<file path="src/rtl/filter_input_arbiter.sv">
// Purpose: two-port AXI4-Stream input arbiter for the packet filter. Arbitration is round-robin and works on whole packets.
// Latency: 0 cycles for the data path, which is combinational from the granted port. One idle cycle between packets.
// Backpressure: the granted port's tready follows m_axis_tready. The non-granted port is held with tready = 0.
//
// Ports:
//   axi_aclk, axi_areset         clock; synchronous active-high reset
//   s0_axis_*, s1_axis_*         slave streams (tdata/tstrb/tuser/tvalid/tlast in, tready out)
//   m_axis_*                     master stream toward the filter (tready in)
//   port_enable[1:0]             per-port arbitration enable, sampled only while idle
//   pkt_count0/1                 packets forwarded per port, 32-bit wrapping
//   grant[1:0]                   one-hot current grant, 00 when idle
module filter_input_arbiter #(
   parameter int C_AXIS_DATA_WIDTH  = 256,
   parameter int C_AXIS_TUSER_WIDTH = 128
) (
   input  logic                              axi_aclk,
   input  logic                              axi_areset,

   input  logic [C_AXIS_DATA_WIDTH-1:0]      s0_axis_tdata,
   input  logic [C_AXIS_DATA_WIDTH/8-1:0]    s0_axis_tstrb,
   input  logic [C_AXIS_TUSER_WIDTH-1:0]     s0_axis_tuser,
   input  logic                              s0_axis_tvalid,
   input  logic                              s0_axis_tlast,
   output logic                              s0_axis_tready,

   input  logic [C_AXIS_DATA_WIDTH-1:0]      s1_axis_tdata,
   input  logic [C_AXIS_DATA_WIDTH/8-1:0]    s1_axis_tstrb,
   input  logic [C_AXIS_TUSER_WIDTH-1:0]     s1_axis_tuser,
   input  logic                              s1_axis_tvalid,
   input  logic                              s1_axis_tlast,
   output logic                              s1_axis_tready,

   output logic [C_AXIS_DATA_WIDTH-1:0]      m_axis_tdata,
   output logic [C_AXIS_DATA_WIDTH/8-1:0]    m_axis_tstrb,
   output logic [C_AXIS_TUSER_WIDTH-1:0]     m_axis_tuser,
   output logic                              m_axis_tvalid,
   output logic                              m_axis_tlast,
   input  logic                              m_axis_tready,

   input  logic [1:0]                        port_enable,
   output logic [31:0]                       pkt_count0,
   output logic [31:0]                       pkt_count1,
   output logic [1:0]                        grant
);

   typedef enum logic {
      ST_IDLE    = 1'b0,
      ST_FORWARD = 1'b1
   } state_t;

   state_t      state_q, state_d;
   logic [1:0]  grant_q, grant_d;
   logic        last_q, last_d;        // index of the port that finished the most recent packet
   logic [31:0] pkt_cnt0_q, pkt_cnt0_d;
   logic [31:0] pkt_cnt1_q, pkt_cnt1_d;

   logic [1:0]  cand;
   logic [1:0]  pick;
   logic        pkt_done;

   assign cand = port_enable & {s1_axis_tvalid, s0_axis_tvalid};

   // On a tie, grant the port that was not served last. With a single
   // candidate, cand is already a one-hot grant.
   assign pick = (cand == 2'b11) ? (last_q ? 2'b01 : 2'b10) : cand;

   assign pkt_done = (state_q == ST_FORWARD) & m_axis_tvalid & m_axis_tready & m_axis_tlast;

   // State register
   always_ff @(posedge axi_aclk) begin
      if (axi_areset) begin
         state_q    <= ST_IDLE;
         grant_q    <= 2'b00;
         last_q     <= 1'b1;           // port 0 wins the first tie after reset
         pkt_cnt0_q <= '0;
         pkt_cnt1_q <= '0;
      end else begin
         state_q    <= state_d;
         grant_q    <= grant_d;
         last_q     <= last_d;
         pkt_cnt0_q <= pkt_cnt0_d;
         pkt_cnt1_q <= pkt_cnt1_d;
      end
   end

   // Next-state logic
   always_comb begin
      state_d    = state_q;
      grant_d    = grant_q;
      last_d     = last_q;
      pkt_cnt0_d = pkt_cnt0_q;
      pkt_cnt1_d = pkt_cnt1_q;
      case (state_q)
         ST_IDLE: begin
            if (|cand) begin
               state_d = ST_FORWARD;
               grant_d = pick;
            end
         end
         ST_FORWARD: begin
            // port_enable is ignored here so that a packet in progress always completes
            if (pkt_done) begin
               state_d = ST_IDLE;
               grant_d = 2'b00;
               last_d  = grant_q[1];
               if (grant_q[1]) pkt_cnt1_d = pkt_cnt1_q + 32'd1;
               else            pkt_cnt0_d = pkt_cnt0_q + 32'd1;
            end
         end
         default: begin
            state_d = ST_IDLE;
            grant_d = 2'b00;
         end
      endcase
   end

   // Output logic: combinational mux of the granted port while forwarding
   always_comb begin
      m_axis_tdata   = '0;
      m_axis_tstrb   = '0;
      m_axis_tuser   = '0;
      m_axis_tvalid  = 1'b0;
      m_axis_tlast   = 1'b0;
      s0_axis_tready = 1'b0;
      s1_axis_tready = 1'b0;
      if (state_q == ST_FORWARD) begin
         if (grant_q[1]) begin
            m_axis_tdata   = s1_axis_tdata;
            m_axis_tstrb   = s1_axis_tstrb;
            m_axis_tuser   = s1_axis_tuser;
            m_axis_tvalid  = s1_axis_tvalid;
            m_axis_tlast   = s1_axis_tlast;
            s1_axis_tready = m_axis_tready;
         end else begin
            m_axis_tdata   = s0_axis_tdata;
            m_axis_tstrb   = s0_axis_tstrb;
            m_axis_tuser   = s0_axis_tuser;
            m_axis_tvalid  = s0_axis_tvalid;
            m_axis_tlast   = s0_axis_tlast;
            s0_axis_tready = m_axis_tready;
         end
      end
   end

   assign grant      = grant_q;
   assign pkt_count0 = pkt_cnt0_q;
   assign pkt_count1 = pkt_cnt1_q;

endmodule

</file>
<file path="config.mk">
export PLATFORM = sky130hd
export DESIGN_NAME = filter_input_arbiter
export DESIGN_NICKNAME = d
export VERILOG_FILES = /design/src/rtl/filter_input_arbiter.sv
export SDC_FILE = /design/constraint.sdc
export NUM_CORES = 1
export LEC_CHECK = 0
export CORE_AREA = 5 5 513 515
export DETAILED_ROUTE_END_ITERATION = 10
export DIE_AREA = 0 0 518 520
export HOLD_SLACK_MARGIN = 0.15
export PLACE_DENSITY = 0.3
export SLEW_MARGIN = 20
export SYNTH_ARGS = -nofsm -noshare
export SYNTH_HDL_FRONTEND = slang
export SYNTH_SLANG_ARGS = --single-unit
</file>
<file path="constraint.sdc">
create_clock -name axi_aclk -period 4.5 [get_ports axi_aclk]
set_input_delay 0.45 -clock axi_aclk [delete_from_list [all_inputs] [get_ports axi_aclk]]
set_output_delay 0.45 -clock axi_aclk [all_outputs]
set_load 0.1 [all_outputs]
</file>
# == After elaboration in Yosys (flattened, before gate mapping) ==
# Cells that the tools add are included.
# word_totals
output_inout_bits,486
inputBits,841
elab_cells,43
ff_bits,68
# op_classes
add_sub_neg,2
n_eq_ne,3
muxes,22
reduce_logical,5
bitwise,6
# ops
op,count
$mux W256,2
$mux W128,2
$add A32 B1 Y32 const B,2
$mux W32,2
$mux W1,10
$mux W2,4
$reduce_and A3 Y1,2
$pmux W2 S2,1
$reduce_and A2 Y1,2
$and A1 B1 Y1,3
$and A2 B2 Y2,1
$eq A2 B2 Y1 const B,1
$ne A2 B1 Y1 const B,1
$ne A2 B2 Y1 const B,1
$not A1 Y1,2
$pmux W1 S2,1
$reduce_or A2 Y1,1

# == Longest topological paths before layout ==
# Gate-level depths: netlist of the first run.
# depth
word_depth,7
mapped_depth,8
mapped_depth_nobuf,5

# == Worst setup path after synthesis of the first run ==
# OpenSTA, ideal clock, no wires.
# synth_timing
kind,register to output
from,"register grant_q[1], in the netlist grant[1]"
to,output m_axis_tdata[237]
t_arrival_ns,3.503
path_slack_ns,0.547
stages_incl_launch_ff,7
n_path_buf,4
required_time_ns,4.050
path_cell_list,dfxtp_1 > buf_4 > clkbuf_1 > buf_2 > buf_2 > mux2i_1 > nor2b_1
# synth_between
elab_chain_cells,2
# synth_rtl
item,line,rtl
"start, declared",52,"logic [1:0] grant_q, grant_d;"
"start signal, assigned",79,grant_q <= grant_d;
$mux W256,127,if (grant_q[1]) begin
$mux W256,126,if (state_q == ST_FORWARD) begin
"end, declared",33,"output logic [C_AXIS_DATA_WIDTH-1:0] m_axis_tdata,"
# No other way between the ends.

# == Final worst setup path of the first run ==
# layout_timing
from,"register grant_q[1], in the netlist grant[1]"
to,output m_axis_tdata[11]
# Same word-level chain as after synthesis.

==> summary.txt, run 1 <==
STA
  – Period utilisation layout: 80.9%
  – Minimum clock period: 3.64 ns
  – Pins over their slew limit: 0
  – RSZ-0062 raised after global routing: false
  – Setup Viol. Count Final: 0
  – Final TNS setup: 0 ns
  – Clock Skew: 0.00848 ns
  – Max frequency: 275 MHz
  – Worst setup margin: 0.859 ns
  – Final-report hold violation count: 0
  – Slew @ Worst Pin: 1.11 ns
  – Rel. slew slack: 25.8%

Yosys
  – Synth Area in Simple Gates: 35.5%
  – Asr flop ratio synth: 0%
  – Syn_nets: 2172
  – Prevailing post-synth register cell: dfxtp_1
  – Warnings, synthesis: 0
  – Post-synth EDFFs: 0
  – Post-Syn Instances: 1329
  – Sequential-to-total area share from yosys stat: 12.9%
  – Adder-cell share of the synthesized area: 0.236%
  – Synth Register Bits: 68
  – Mean Syn Cell Area: 7.97 µm²
  – Largest family of logic cells by synthesized area: multiplexers
  – Compound-Gate Fraction of Synth Area: 4.49%
  – Yosys cell types: 39
  – Synth Area in XOR/XNOR: 1.07%
  – Mux cell area share after synthesis: 41.1%
  – Cell Area, Synth: 0.0106 mm²

Clock tree
  – Post-CTS Hold Fix Bufs: 0
  – TritonCTS clock tree: built
  – Postcts setup bufs: 0
  – CTS Buf Count: 9
  – CTS resizes: 0
  – Clock Latency Late Sink: 0.36 ns
  – Worst-path clk slew: 0.06 ns
  – Number of H-tree levels: 3
  – Sink Count: 68
  – Root buffer cell: clkbuf_16
  – CTS max path bufs: 2

Power
  – Pwr Density: 212 mW/mm²
  – VDD IR-drop max: 185 µV
  – Static Leak: 9.05 nW

Cells and area
  – Finished layout cell area: 0.0274 mm²
  – Final core area utilization: 10.6%
  – # fillers: 30.1k
  – Share of layout cells above drive strength 1: 17.6%
  – Fin nets: 3423
  – Area Overhead vs Synth: 159%

Placement
  – Number of I/O port buffers: 1326
  – Pre-CTS setup slack: 1.02 ns
  – Placed cell areas: 0.0270 mm²
  – Final HPWL DP: 197 mm
  – GPL Wtd Cong: 0.987

Die
  – FP Rows: 187
  – Die Y: 520 µm
  – Initial Util: 4.10%
  – Die width: 518 µm
  – Core area: 0.258 mm²
  – Die area: 0.269 mm²
  – Num ports: 1327

Detailed routing
  – Antenna Nets Post-Route: 0
  – DRT iter0 DRCs: 1155
  – Routed WL per cell: 34.9 µm
  – Vias per cell: 2.78
  – Post-Route WL: 211 mm
  – Residual DRC: 0
  – DRT Pass-1 Iters: 5
  – Vias: 16.8k

Global routing
  – Global-route usage over all layers: 14.8%
  – Vias in the first global route: 16.5k
  – Global route overflow: 0
  – Initial antenna violation count: 253
  – Largest net degree at the start of global routing: 101
  – First-pass GRT wire length: 248 mm

Setup path
  – Crit. End Element: output pin
  – Worst EP arrival: 3.19 ns
  – Largest fanout on the critical path: 48
  – Crit start category: flop
  – CP required: 4.05 ns
  – CP Class: reg -> out

Worst hold path
  – Hold crit path type: reg -> reg

Status
  – Outcome: completed

Flow run
  – MaxCap Viol Count: 0
-- registers in the layout, summed over array words and instances, names as in the netlist --
signal	flops
state_q	1
pkt_count0	32
pkt_count1	32
last_q	1
grant	2
-- report_power, final --
| group | switching, W | internal (W) |
|---|---|---|
| combinational | 0.00309 | 0.00132 |
| sequential | 0.0000337 | 0.000604 |
| clock | 0.000307 | 0.000444 |
-- path summary, 6_finish.rpt --
check	startpoint	to	slack [ns]	cells after the start
worst max-delay path	grant[1]	m_axis_tdata[11]	0.86	5
worst min-delay path	pkt_count1[24]	pkt_count1[24]	0.50	2
worst max register to register	state_q	pkt_count1[11]	1.53	4
worst min register to register	pkt_count1[24]	pkt_count1[24]	0.50	2
-- layer usage --
| metal | vias up | global-route usage (%) | part of all wire [%] |
|---|---|---|---|
| met5 | - | 0 | 0.50 |
| met4 | 164 | 2.43 | 2.8 |
| met3 | 396 | 7.80 | 12 |
| met2 | 1148 | 26.8 | 50 |
| met1 | 7880 | 15.4 | 35 |
| li1 | 7231 | - | - |
-- layout by cell type (no fill, tap or decap), types with 2 or more instances in the layout --
master           instances
clkdlybuf4s50_1        940
nor2b_1                433
mux2i_1                418
buf_4                  382
dfxtp_1                 66
diode_2                 56
a21oi_1                 40
buf_2                   30
nor2_1                  29
o31ai_1                 28
or4_1                   28
nand2_1                 26
nand4_1                 22
nand3_1                 16
and4_1                  12
mux2_2                  12
xor2_1                  11
nor4_1                  11
clkbuf_16                9
o21ai_0                  8
or3_1                    8
buf_12                   8
and2_1                   7
and3_1                   6
inv_1                    6
nor4_2                   2
mux2_1                   2
xnor2_1                  2
ha_1                     2
clkbuf_1                 2
clkinv_2                 2
dfxtp_4                  2
-- cell type report --
class                           count  area [µm²]  area share (%)
Antenna cell                       56         140           0.511
Clock buffer                       12         246           0.900
Clock inverter                      4        48.8           0.178
Inverter                            6        22.5          0.0822
Multi-Input combinational cell   1135        8730            31.9
Sequential cell                    68        1370            5.00
Tap cell                         3402        4260            15.5
Timing Repair Buffer             1360       12600            45.9
-- per-stage QoR --
step / hold slack [ns] / std cells / power [W]
after floorplan: 0.486 / 1329 / 0.00317
final: 0.502 / 6043 / 0.00580
after detailed placement: 0.489 / 5971 / 0.00514
after CTS: 0.502 / 5987 / 0.00592
after global placement: 0.478 / 5971 / 0.00515
after global routing: 0.530 / 6003 / 0.00598
-- synth_stat cells, types with 7 or more instances --
| cell type | number | area [µm²] |
|---|---|---|
| a21oi_1 | 40 | 200 |
| and2_1 | 7 | 43.8 |
| and4_1 | 12 | 105 |
| buf_1 | 35 | 131 |
| buf_2 | 7 | 35.0 |
| clkbuf_1 | 73 | 274 |
| dfxtp_1 | 68 | 1360 |
| mux2_2 | 12 | 135 |
| mux2i_1 | 419 | 4190 |
| nand2_1 | 26 | 97.6 |
| nand3_1 | 16 | 80.1 |
| nand4_1 | 22 | 138 |
| nor2_1 | 29 | 109 |
| nor2b_1 | 433 | 2710 |
| nor4_1 | 11 | 68.8 |
| o21ai_0 | 8 | 40.0 |
| o31ai_1 | 28 | 210 |
| or3_1 | 8 | 50.1 |
| or4_1 | 28 | 210 |
| xor2_1 | 11 | 96.3 |
-- cell families after synthesis --
kind of cell	after synthesis
buffers and inverters	126
muxes	433
adders and majority gates	2
xor gates and xnor gates	13
AOI/OAI and AO/OA	79
and+or+nand+nor	608
DFF	68
-- worst max-delay path, stage by stage, from the launching register on --
cell	delay (ns)
dfxtp_4	0.82
buf_12	0.40
buf_4	0.49
mux2i_1	0.59
nor2b_1	0.11
buf_4	0.26
No activity file was read; power rests on OpenSTA's default activity.
==> run 2, diff against run 1 <==
--- a/config.mk
+++ b/config.mk
@@ -5,9 +5,9 @@
 export SDC_FILE = /design/constraint.sdc
 export NUM_CORES = 1
 export LEC_CHECK = 0
-export CORE_AREA = 5 5 513 515
+export CORE_AREA = 5 5 516 518
 export DETAILED_ROUTE_END_ITERATION = 10
-export DIE_AREA = 0 0 518 520
+export DIE_AREA = 0 0 521 523
 export HOLD_SLACK_MARGIN = 0.15
 export PLACE_DENSITY = 0.3
 export SLEW_MARGIN = 20
==> constraint.sdc (replaced) <==
create_clock -name axi_aclk -period 3.2 [get_ports axi_aclk]
set_input_delay 0.32 -clock axi_aclk [delete_from_list [all_inputs] [get_ports axi_aclk]]
set_output_delay 0.32 -clock axi_aclk [all_outputs]
set_load 0.1 [all_outputs]
==> run 2 against run 1 <==
Compared with the run above: sequential share of layout area down 1.0 points; die area up 1.2%; via count down 1.3%; clock power rose by 38%; routed wire length down 8.9%; clock-buffer cell count did not move; cell count grew 0.22%; sequential power is 36% higher; critical path depth rose by 2; cell area grew 26%; clock skew fell by 0.0039 ns.
==> summary.txt, run 2 (synthesis gave the netlist of run 1 again) <==
Status
  – Outcome: completed

Cells and area
  – Most frequent cells in the layout: clkdlybuf4s50_1, mux2i_1, nor2b_4, buf_12, buf_4
  – Commonest non-fill, non-tap cell in the layout: clkdlybuf4s50_1
  – Share of layout cells above drive strength 1: 37.9%
  – Finished layout cell area: 0.0346 mm²
  – Fin nets: 3448
  – # fillers: 29.6k
  – Area Overhead vs Synth: 226%

STA
  – Clock Skew: 0.00458 ns
  – RSZ-0062 raised after global routing: false
  – Worst setup margin: 0.347 ns
  – Period utilisation layout: 89.2%
  – Setup Viol. Count Final: 0
  – Minimum clock period: 2.85 ns
  – Final-report hold violation count: 0
  – Max frequency: 351 MHz
  – Slew @ Worst Pin: 1.05 ns
  – Rel. slew slack: 30.0%
  – Pins over their slew limit: 0

Power
  – Pwr Density: 273 mW/mm²
  – Static Leak: 11.6 nW
  – VDD IR-drop max: 237 µV

Setup path
  – Crit start category: flop
  – R2R cell count: 5
  – Crit. End Element: output pin
  – Largest fanout on the critical path: 32
  – CP required: 2.88 ns
  – Worst EP arrival: 2.53 ns
  – CP Class: reg -> out

Placement
  – Placed cell areas: 0.0342 mm²
  – Number of I/O port buffers: 1326
  – Pre-CTS setup slack: 0.447 ns
  – Final HPWL DP: 178 mm
  – GPL Wtd Cong: 0.885

Detailed routing
  – Post-Route WL: 192 mm
  – Vias per cell: 2.74
  – Vias: 16.6k
  – DRT Pass-1 Iters: 5
  – DRT iter0 DRCs: 754
  – Antenna Nets Post-Route: 0
  – Residual DRC: 0
  – Routed WL per cell: 31.7 µm

Clock tree
  – Postcts setup bufs: 0
  – Sink Count: 68
  – TritonCTS clock tree: built
  – Clock Latency Late Sink: 0.35 ns
  – CTS Buf Count: 9
  – CTS max path bufs: 2
  – Worst-path clk slew: 0.06 ns
  – Root buffer cell: clkbuf_16
  – CTS resizes: 0
  – Number of H-tree levels: 3
  – Post-CTS Hold Fix Bufs: 0

Worst hold path
  – Hold crit path type: reg -> reg
  – WHS Path Cells: 2

Global routing
  – Global-route usage over all layers: 13.3%
  – Initial antenna violation count: 257
  – Largest net degree at the start of global routing: 123
  – Vias in the first global route: 16.7k
  – First-pass GRT wire length: 229 mm
  – GR met1 Demand/Resource: 15.1%
  – Grt met2 use: 21.8%
  – Most Used Layer, Global Route: met2
  – Global-route met3 utilization: 8.71%
  – Global route overflow: 0

Die
  – Num ports: 1327
  – Die width: 521 µm
  – Core area: 0.261 mm²
  – FP Rows: 188
  – Die Y: 523 µm
  – Initial Util: 4.06%
  – Die area: 0.272 mm²

Flow run
  – MaxCap Viol Count: 0
==> run 2: cell count changes in the layout (fill, tap and decap cells not counted), moves of 9 or more <==
| cell | previous run | this run |
|---|---|---|
| nor2b_1 | 433 | 17 |
| nor2b_4 | 0 | 407 |
| buf_12 | 8 | 339 |
| buf_4 | 382 | 198 |
| clkdlybuf4s50_1 | 940 | 845 |
| diode_2 | 56 | 28 |
| buf_2 | 30 | 3 |
| nor2b_2 | 0 | 9 |
==> run 2: metal layers <==
layer / vias up / wire length [µm]
met1: 7607 / 73500
met2: 1116 / 87000
met5: - / 1320
met3: 425 / 27200
met4: 202 / 2990
li1: 7242 / -
==> run 2: report_power, final <==
part | switching [W] | total, W | internal [W]
sequential | 0.0000160 | 0.000866 | 0.000850
combinational | 0.00452 | 0.00754 | 0.00301
clock | 0.000407 | 0.00104 | 0.000637
==> run 2: path summary, 6_finish.rpt <==
path	start	end	slack [ns]
setup reg to reg	grant[1]	pkt_count0[31]	0.67
hold / removal	pkt_count1[28]	pkt_count1[28]	0.51
hold reg to reg	pkt_count1[28]	pkt_count1[28]	0.51
setup / recovery	grant[1]	m_axis_tdata[118]	0.35
==> run 2: worst max-delay path, stage by stage, from the launching register on <==
cell and delay, ns:
dfxtp_4 0.58, buf_12 0.21, buf_12 0.25, buf_12 0.25, mux2i_1 0.37, buf_4 0.20, nor2b_4 0.04, buf_12 0.16
==> run 2: cell type report <==
class	instances	area, µm²	area share, %
Antenna cell	28	70.1	0.203
Clock buffer	12	256	0.742
Clock inverter	2	35.0	0.101
Inverter	6	22.5	0.0651
Multi-Input combinational cell	1135	11800	34.1
Sequential cell	68	1370	3.96
Tap cell	3420	4280	12.4
Timing Repair Buffer	1385	16700	48.4
==> run 2: metrics by stage <==
stage	TNS [ns]	utilization (%)	cells	hold WS, ns	power [W]
6_report	0	13.2	6056	0.514	0.00945
5_1_grt	0	13.2	6036	0.549	0.00975
4_1_cts	0	13.2	6028	0.515	0.00963
2_1_floorplan	-0.106	-	1329	0.486	0.00513
3_5_place_dp	0	13.1	6014	0.503	0.00854
3_3_place_gp	0	13.1	6014	0.507	0.00855
